**src/rtl/mul4_arbiter.sv**
```systemverilog
// ---------------------------------------------------------------------------------------------
// mul4_arbiter
//   Shares one 4x4 unsigned combinational multiplier among four requesters. A round-robin
//   pointer picks the next requester in IDLE. The block captures that requester's operands and
//   spends MUL_LAT cycles in MUL. It then holds the product in RSP until the consumer accepts it.
//
// Ports
//   clk        rising-edge clock
//   rst_n      asynchronous active-low reset
//   req_valid  [3:0]  per-requester request pending
//   req_ready  [3:0]  one-hot acceptance strobe (combinational, IDLE only)
//   req_a      [15:0] packed multiplicands, requester i on [4i+3:4i]
//   req_b      [15:0] packed multipliers, same packing
//   rsp_valid         result presented (RSP state)
//   rsp_ready         consumer accepts result
//   rsp_id     [1:0]  owner of rsp_y
//   rsp_y      [7:0]  unsigned product
//   busy              high in MUL and RSP
//
// Also contains multiplier_4bit, the shared 4x4 combinational multiplier.
// ---------------------------------------------------------------------------------------------

module multiplier_4bit (
    input  logic [3:0] a_i,
    input  logic [3:0] b_i,
    output logic [7:0] p_o
);

    // Shift-and-add over the four multiplier bits; 8 bits holds 15*15 without overflow.
    always_comb begin
        p_o = 8'd0;
        for (int i = 0; i < 4; i++) begin
            if (b_i[i]) begin
                p_o = p_o + ({4'd0, a_i} << i);
            end
        end
    end

endmodule

module mul4_arbiter #(
    parameter int unsigned MUL_LAT = 1
) (
    input  logic        clk,
    input  logic        rst_n,
    input  logic [3:0]  req_valid,
    output logic [3:0]  req_ready,
    input  logic [15:0] req_a,
    input  logic [15:0] req_b,
    output logic        rsp_valid,
    input  logic        rsp_ready,
    output logic [1:0]  rsp_id,
    output logic [7:0]  rsp_y,
    output logic        busy
);

    typedef enum logic [1:0] {
        StIdle,
        StMul,
        StRsp
    } state_e;

    // MUL_LAT is limited to 1..8, so the cycle counter fits in three bits.
    localparam logic [2:0] CntInit = 3'(MUL_LAT - 1);

    state_e      state_q, state_d;
    logic [1:0]  ptr_q, ptr_d;
    logic [2:0]  cnt_q, cnt_d;
    logic [3:0]  a_q, a_d;
    logic [3:0]  b_q, b_d;
    logic [1:0]  id_q, id_d;
    logic [1:0]  rsp_id_q, rsp_id_d;
    logic [7:0]  rsp_y_q, rsp_y_d;

    logic        grant_vld;
    logic [3:0]  rot;
    logic [1:0]  off;
    logic [1:0]  grant_idx;
    logic        accept;
    logic        mul_done;
    logic        rsp_hs;
    logic [7:0]  prod;

    // ---------------------------------------------------------------------------------------
    // Round-robin pick: rotate req_valid so ptr_q sits at bit 0, then take the lowest set bit.
    // ---------------------------------------------------------------------------------------
    always_comb begin
        unique case (ptr_q)
            2'd0:    rot = req_valid;
            2'd1:    rot = {req_valid[0], req_valid[3:1]};
            2'd2:    rot = {req_valid[1:0], req_valid[3:2]};
            default: rot = {req_valid[2:0], req_valid[3]};
        endcase

        if (rot[0]) begin
            off = 2'd0;
        end else if (rot[1]) begin
            off = 2'd1;
        end else if (rot[2]) begin
            off = 2'd2;
        end else begin
            off = 2'd3;
        end

        grant_vld = |req_valid;
        grant_idx = ptr_q + off;  // wraps 3->0 naturally in two bits
    end

    assign accept   = (state_q == StIdle) && grant_vld;
    assign mul_done = (state_q == StMul) && (cnt_q == 3'd0);
    assign rsp_hs   = (state_q == StRsp) && rsp_ready;

    multiplier_4bit u_mul (
        .a_i (a_q),
        .b_i (b_q),
        .p_o (prod)
    );

    // ---------------------------------------------------------------------------------------
    // FSM: state register
    // ---------------------------------------------------------------------------------------
    always_ff @(posedge clk or negedge rst_n) begin
        if (!rst_n) begin
            state_q <= StIdle;
        end else begin
            state_q <= state_d;
        end
    end

    // ---------------------------------------------------------------------------------------
    // FSM: next state
    // ---------------------------------------------------------------------------------------
    always_comb begin
        state_d = state_q;
        unique case (state_q)
            StIdle: begin
                if (grant_vld) begin
                    state_d = StMul;
                end
            end
            StMul: begin
                if (cnt_q == 3'd0) begin
                    state_d = StRsp;
                end
            end
            StRsp: begin
                if (rsp_ready) begin
                    state_d = StIdle;
                end
            end
            default: state_d = StIdle;
        endcase
    end

    // ---------------------------------------------------------------------------------------
    // FSM: outputs
    // ---------------------------------------------------------------------------------------
    always_comb begin
        req_ready = 4'b0000;
        // Gated by rst_n so no requester sees an acceptance while reset is held.
        if (accept && rst_n) begin
            req_ready[grant_idx] = 1'b1;
        end
        rsp_valid = (state_q == StRsp);
        busy      = (state_q != StIdle);
        rsp_id    = rsp_id_q;
        rsp_y     = rsp_y_q;
    end

    // ---------------------------------------------------------------------------------------
    // Datapath next state
    // ---------------------------------------------------------------------------------------
    always_comb begin
        ptr_d    = ptr_q;
        cnt_d    = cnt_q;
        a_d      = a_q;
        b_d      = b_q;
        id_d     = id_q;
        rsp_id_d = rsp_id_q;
        rsp_y_d  = rsp_y_q;

        if (accept) begin
            // Operands are frozen here; later requester activity cannot disturb the operation.
            a_d   = req_a[{grant_idx, 2'b00} +: 4];
            b_d   = req_b[{grant_idx, 2'b00} +: 4];
            id_d  = grant_idx;
            cnt_d = CntInit;
        end

        if (state_q == StMul && cnt_q != 3'd0) begin
            cnt_d = cnt_q - 3'd1;
        end

        if (mul_done) begin
            rsp_y_d  = prod;
            rsp_id_d = id_q;
        end

        if (rsp_hs) begin
            ptr_d = id_q + 2'd1;
        end
    end

    always_ff @(posedge clk or negedge rst_n) begin
        if (!rst_n) begin
            ptr_q    <= 2'd0;
            cnt_q    <= 3'd0;
            a_q      <= 4'd0;
            b_q      <= 4'd0;
            id_q     <= 2'd0;
            rsp_id_q <= 2'd0;
            rsp_y_q  <= 8'd0;
        end else begin
            ptr_q    <= ptr_d;
            cnt_q    <= cnt_d;
            a_q      <= a_d;
            b_q      <= b_d;
            id_q     <= id_d;
            rsp_id_q <= rsp_id_d;
            rsp_y_q  <= rsp_y_d;
        end
    end

endmodule

```
**config.mk**
```make
export PLATFORM = sky130hd
export DESIGN_NAME = mul4_arbiter
export DESIGN_NICKNAME = d
export VERILOG_FILES = /design/src/rtl/mul4_arbiter.sv
export SDC_FILE = /design/constraint.sdc
export NUM_CORES = 1
export LEC_CHECK = 0
export BUFFER_PORTS_ARGS = -buffer_cell sky130_fd_sc_hd__buf_4
export CORE_UTILIZATION = 45
export CTS_CLUSTER_DIAMETER = 40
export DETAILED_ROUTE_END_ITERATION = 10
export HOLD_SLACK_MARGIN = 0.1
export PLACE_DENSITY = 0.68
export SLEW_MARGIN = 25
export SYNTH_ARGS = -nofsm -noshare
export SYNTH_HDL_FRONTEND = slang
export SYNTH_SLANG_ARGS = --single-unit
```
**constraint.sdc**
```tcl
create_clock -name clk -period 4.8 [get_ports clk]
set_clock_uncertainty 0.15 [all_clocks]
set_input_delay 0.24 -clock clk [delete_from_list [all_inputs] [get_ports clk]]
set_output_delay 0.24 -clock clk [all_outputs]
set_load 0.01 [all_outputs]
```
==> reports/qor.yml <==
critical_path:
  worst-path-buf-inv: 2
  cp.depth: 18
  worst-endpoint-arrival_ns: 4.11
  rr_endpoint: "rsp_y[6]"
  rr_worst_depth: 18
  reg2reg_slack_ns: 0.71
  cp-start-kind: "register"
  cp-startpoint: "a_q[1]"
  r2r_start: "a_q[1]"
  worst-setup-path-type: "reg -> reg"
  cp_slowest_cell: "dfrtp_1"
  required_ns: 4.82
  end_kind: "register"
  critPathCapture: "rsp_y[6]"
  crit_chain: "and2_1 -> ha_1 -> inv_1 -> fa_1 -> nand2b_1 -> and4_1 -> nor2_1 -> inv_1 -> ha_1 -> a21o_1 -> a21oi_1 -> mux2_2 -> nand2_1 -> ha_1 -> a21oi_1 -> a21o_1 -> a21oi_1 -> a221o_1"
  cp_slowest_stage_delay_ns: 0.48
  critPathTopFamily: "adder cells"
  path_max_fanout: 6
routing:
  ant_nets: 0
  via_per_inst: 5.50
  num_vias: 2129
  dr.pass1.iters: 4
  drt_iter0_drc: 117
  post_drt_wl_per_cell_um: 13.1
  routed_wl_mm: 5.08
  drc: 0
power_and_ir_drop:
  p_leak_uw: 0.00145
  ir_worst_vdd_mv: 0.304
  p_per_area_nw_per_um2: 655
worst_hold_path:
  hold_path_class: "in -> async"
synthesis:
  synth_area_leaders: "dfrtp_1 27%, mux2i_1 15%, nor4_1 8.4%"
  async_flop_share: 1.00
  ys.flop_type: "dfrtp_1"
  syn_nets: 332
  synth_edf_count: 0
  synth_seq_cells: 27
  avgSynthCellArea_um2: 8.95
  yosys_warnings: 0
  yosys.area.top_type_share: 0.274
  synthCells: 276
  synth.distinct_cells: 46
  syn-cell-area_um2: 2470
  seq_area_frac_synth: 0.274
  synth_largest_area_cell: "dfrtp_1"
cts:
  htree_levels: 1
  path_clk_slew_ns: 0.10
  cts_tree: "done"
  cts_buffers: 3
  cts_setup_buffers: 0
  clock_latency_ns: 0.28
  cts_num_sinks: 27
  cts.root.buffer_cell: "clkbuf_8"
  cts_buffer_depth: 2
timing:
  min_period_over_period: 0.852
  rsz0062_at_grt: "false"
  maxSlewHeadroom: 0.365
  timing.fmax_ghz: 0.245
  setup_tns_ns: 0
  period_minus_slack_ns: 4.09
  hold_violations: 0
  worst_pin_slew_ns: 0.952
  drv_slew: 0
  setup_violations: 0
status:
  status: "completed"
final_layout:
  antenna_cells: 0
  areaGrowthSynthToFinish_pct: 18.8
  fin_nets: 374
  postLayoutCoreUtil: 0.564
  drive_gt1_frac: 0.230
  fill_cells: 487
  final_area_um2: 2930
global_route:
  antenna_found_initial: 0
  grt_max_degree: 36
  grt_pass1_wl_mm: 8.81
  grt_pass1_vias: 1910
  grt_overflow_total: 0
  grt_usage: 0.183
place:
  globalplace.congestion: 0.816
  postPlaceCellArea_um2: 2870
  hpwl_mm: 3.90
  io_buffers: 54
floorplan:
  start_util: 0.475
  die_h_um: 76.1
  rows: 26
  die_w_um: 76.1
  dieArea_um2: 5790
  io_pins: 55
  core_area_um2: 5200
flow_run:
  maxCapViolCount: 0
sequential cells by signal, indices dropped and copies added (netlist names):
name,cells
rsp_y,8
a_q,4
b_q,4
cnt_q,3
id_q,2
ptr_q,2
rsp_id,2
state_q,2
per-layer routing:
| metal | wire length (µm) | part of all wire | GRT usage | vias up |
|---|---|---|---|---|
| li1 | - | - | - | 1102 |
| met1 | 2580 | 0.51 | 0.267 | 957 |
| met2 | 2180 | 0.43 | 0.285 | 66 |
| met3 | 262 | 0.052 | 0.0216 | 4 |
| met4 | 55 | 0.011 | 0.0500 | 0 |
| met5 | 0 | 0 | 0 | - |
Yosys cell counts (all sizes together), types with 5 or more instances:
library cell,count
a21oi,5
inv,9
buf,10
xnor2,6
clkbuf,12
o21ai,11
nand2,35
nor2,5
nand2b,8
dfrtp,27
a21o,6
nand3,15
nor4,35
ha,14
mux2i,36
how the worst min path moves through the flow:
stage / startpoint / to / slack [ns]
floorplan: rst_n / a_q[0] / -0.21
global placement: rst_n / rsp_y[7] / 0.03
detailed placement: rst_n / rsp_y[7] / 0.04
CTS: rst_n / rsp_y[0] / 0.27
global route: rst_n / a_q[3] / 0.30
finish: rst_n / rsp_y[7] / 0.25
cell usage in the layout (no fill, tap or decap), drive strengths merged, types with 3 or more instances in the layout:
master,n
a21o,6
nor4,35
nand2,35
nor3,3
a31oi,3
clkbuf,3
nand2b,8
xnor2,6
a21oi,5
inv,9
o211ai,3
buf,57
nor2,5
fa,3
dfrtp,27
nand3,15
mux2i,36
ha,14
o21a,3
o21ai,11
metrics by stage:
stage          cells  worst slack (ns)  hold slack, ns  power, µW
4_1_cts          387             0.709           0.271       1930
6_report         387             0.712           0.254       1920
2_1_floorplan    276             0.906          -0.206       1520
3_5_place_dp     381             0.735          0.0353       1790
3_3_place_gp     381             0.835          0.0338       1770
5_1_grt          387             0.374           0.301       2100
report_power, final:
group | total, µW | internal (µW) | switching, µW
clock | 136 | 59.1 | 77.3
sequential | 471 | 331 | 140
combinational | 1310 | 604 | 710
total | 1920 | 994 | 928
what timing repair did:
| action | in CTS | in global routing |
|---|---|---|
| resized for setup | 0 | 0 |
| endpoints found under the hold margin | 28 | 0 |
| hold buffers | 2 | 0 |
kinds of logic after synthesis:
kind of cell | after synthesis | share of synthesized area
fa+ha+maj | 17 | 0.0952
mux | 38 | 0.155
simple gates | 118 | 0.275
compound gates | 38 | 0.102
buf+inv | 31 | 0.0659
xor+xnor | 7 | 0.0339
flops | 27 | 0.274
cell type report:
cell class                      count  area (µm²)  share of cell area
Multi-Input combinational cell    218        1640               0.559
Sequential cell                    27         676               0.230
Timing Repair Buffer               59         448               0.153
Tap cell                           70        87.6              0.0299
Clock buffer                        3        41.3              0.0141
Inverter                            9        33.8              0.0115
Clock inverter                      1        7.51             0.00256
Power figures use the tool's default switching activity.
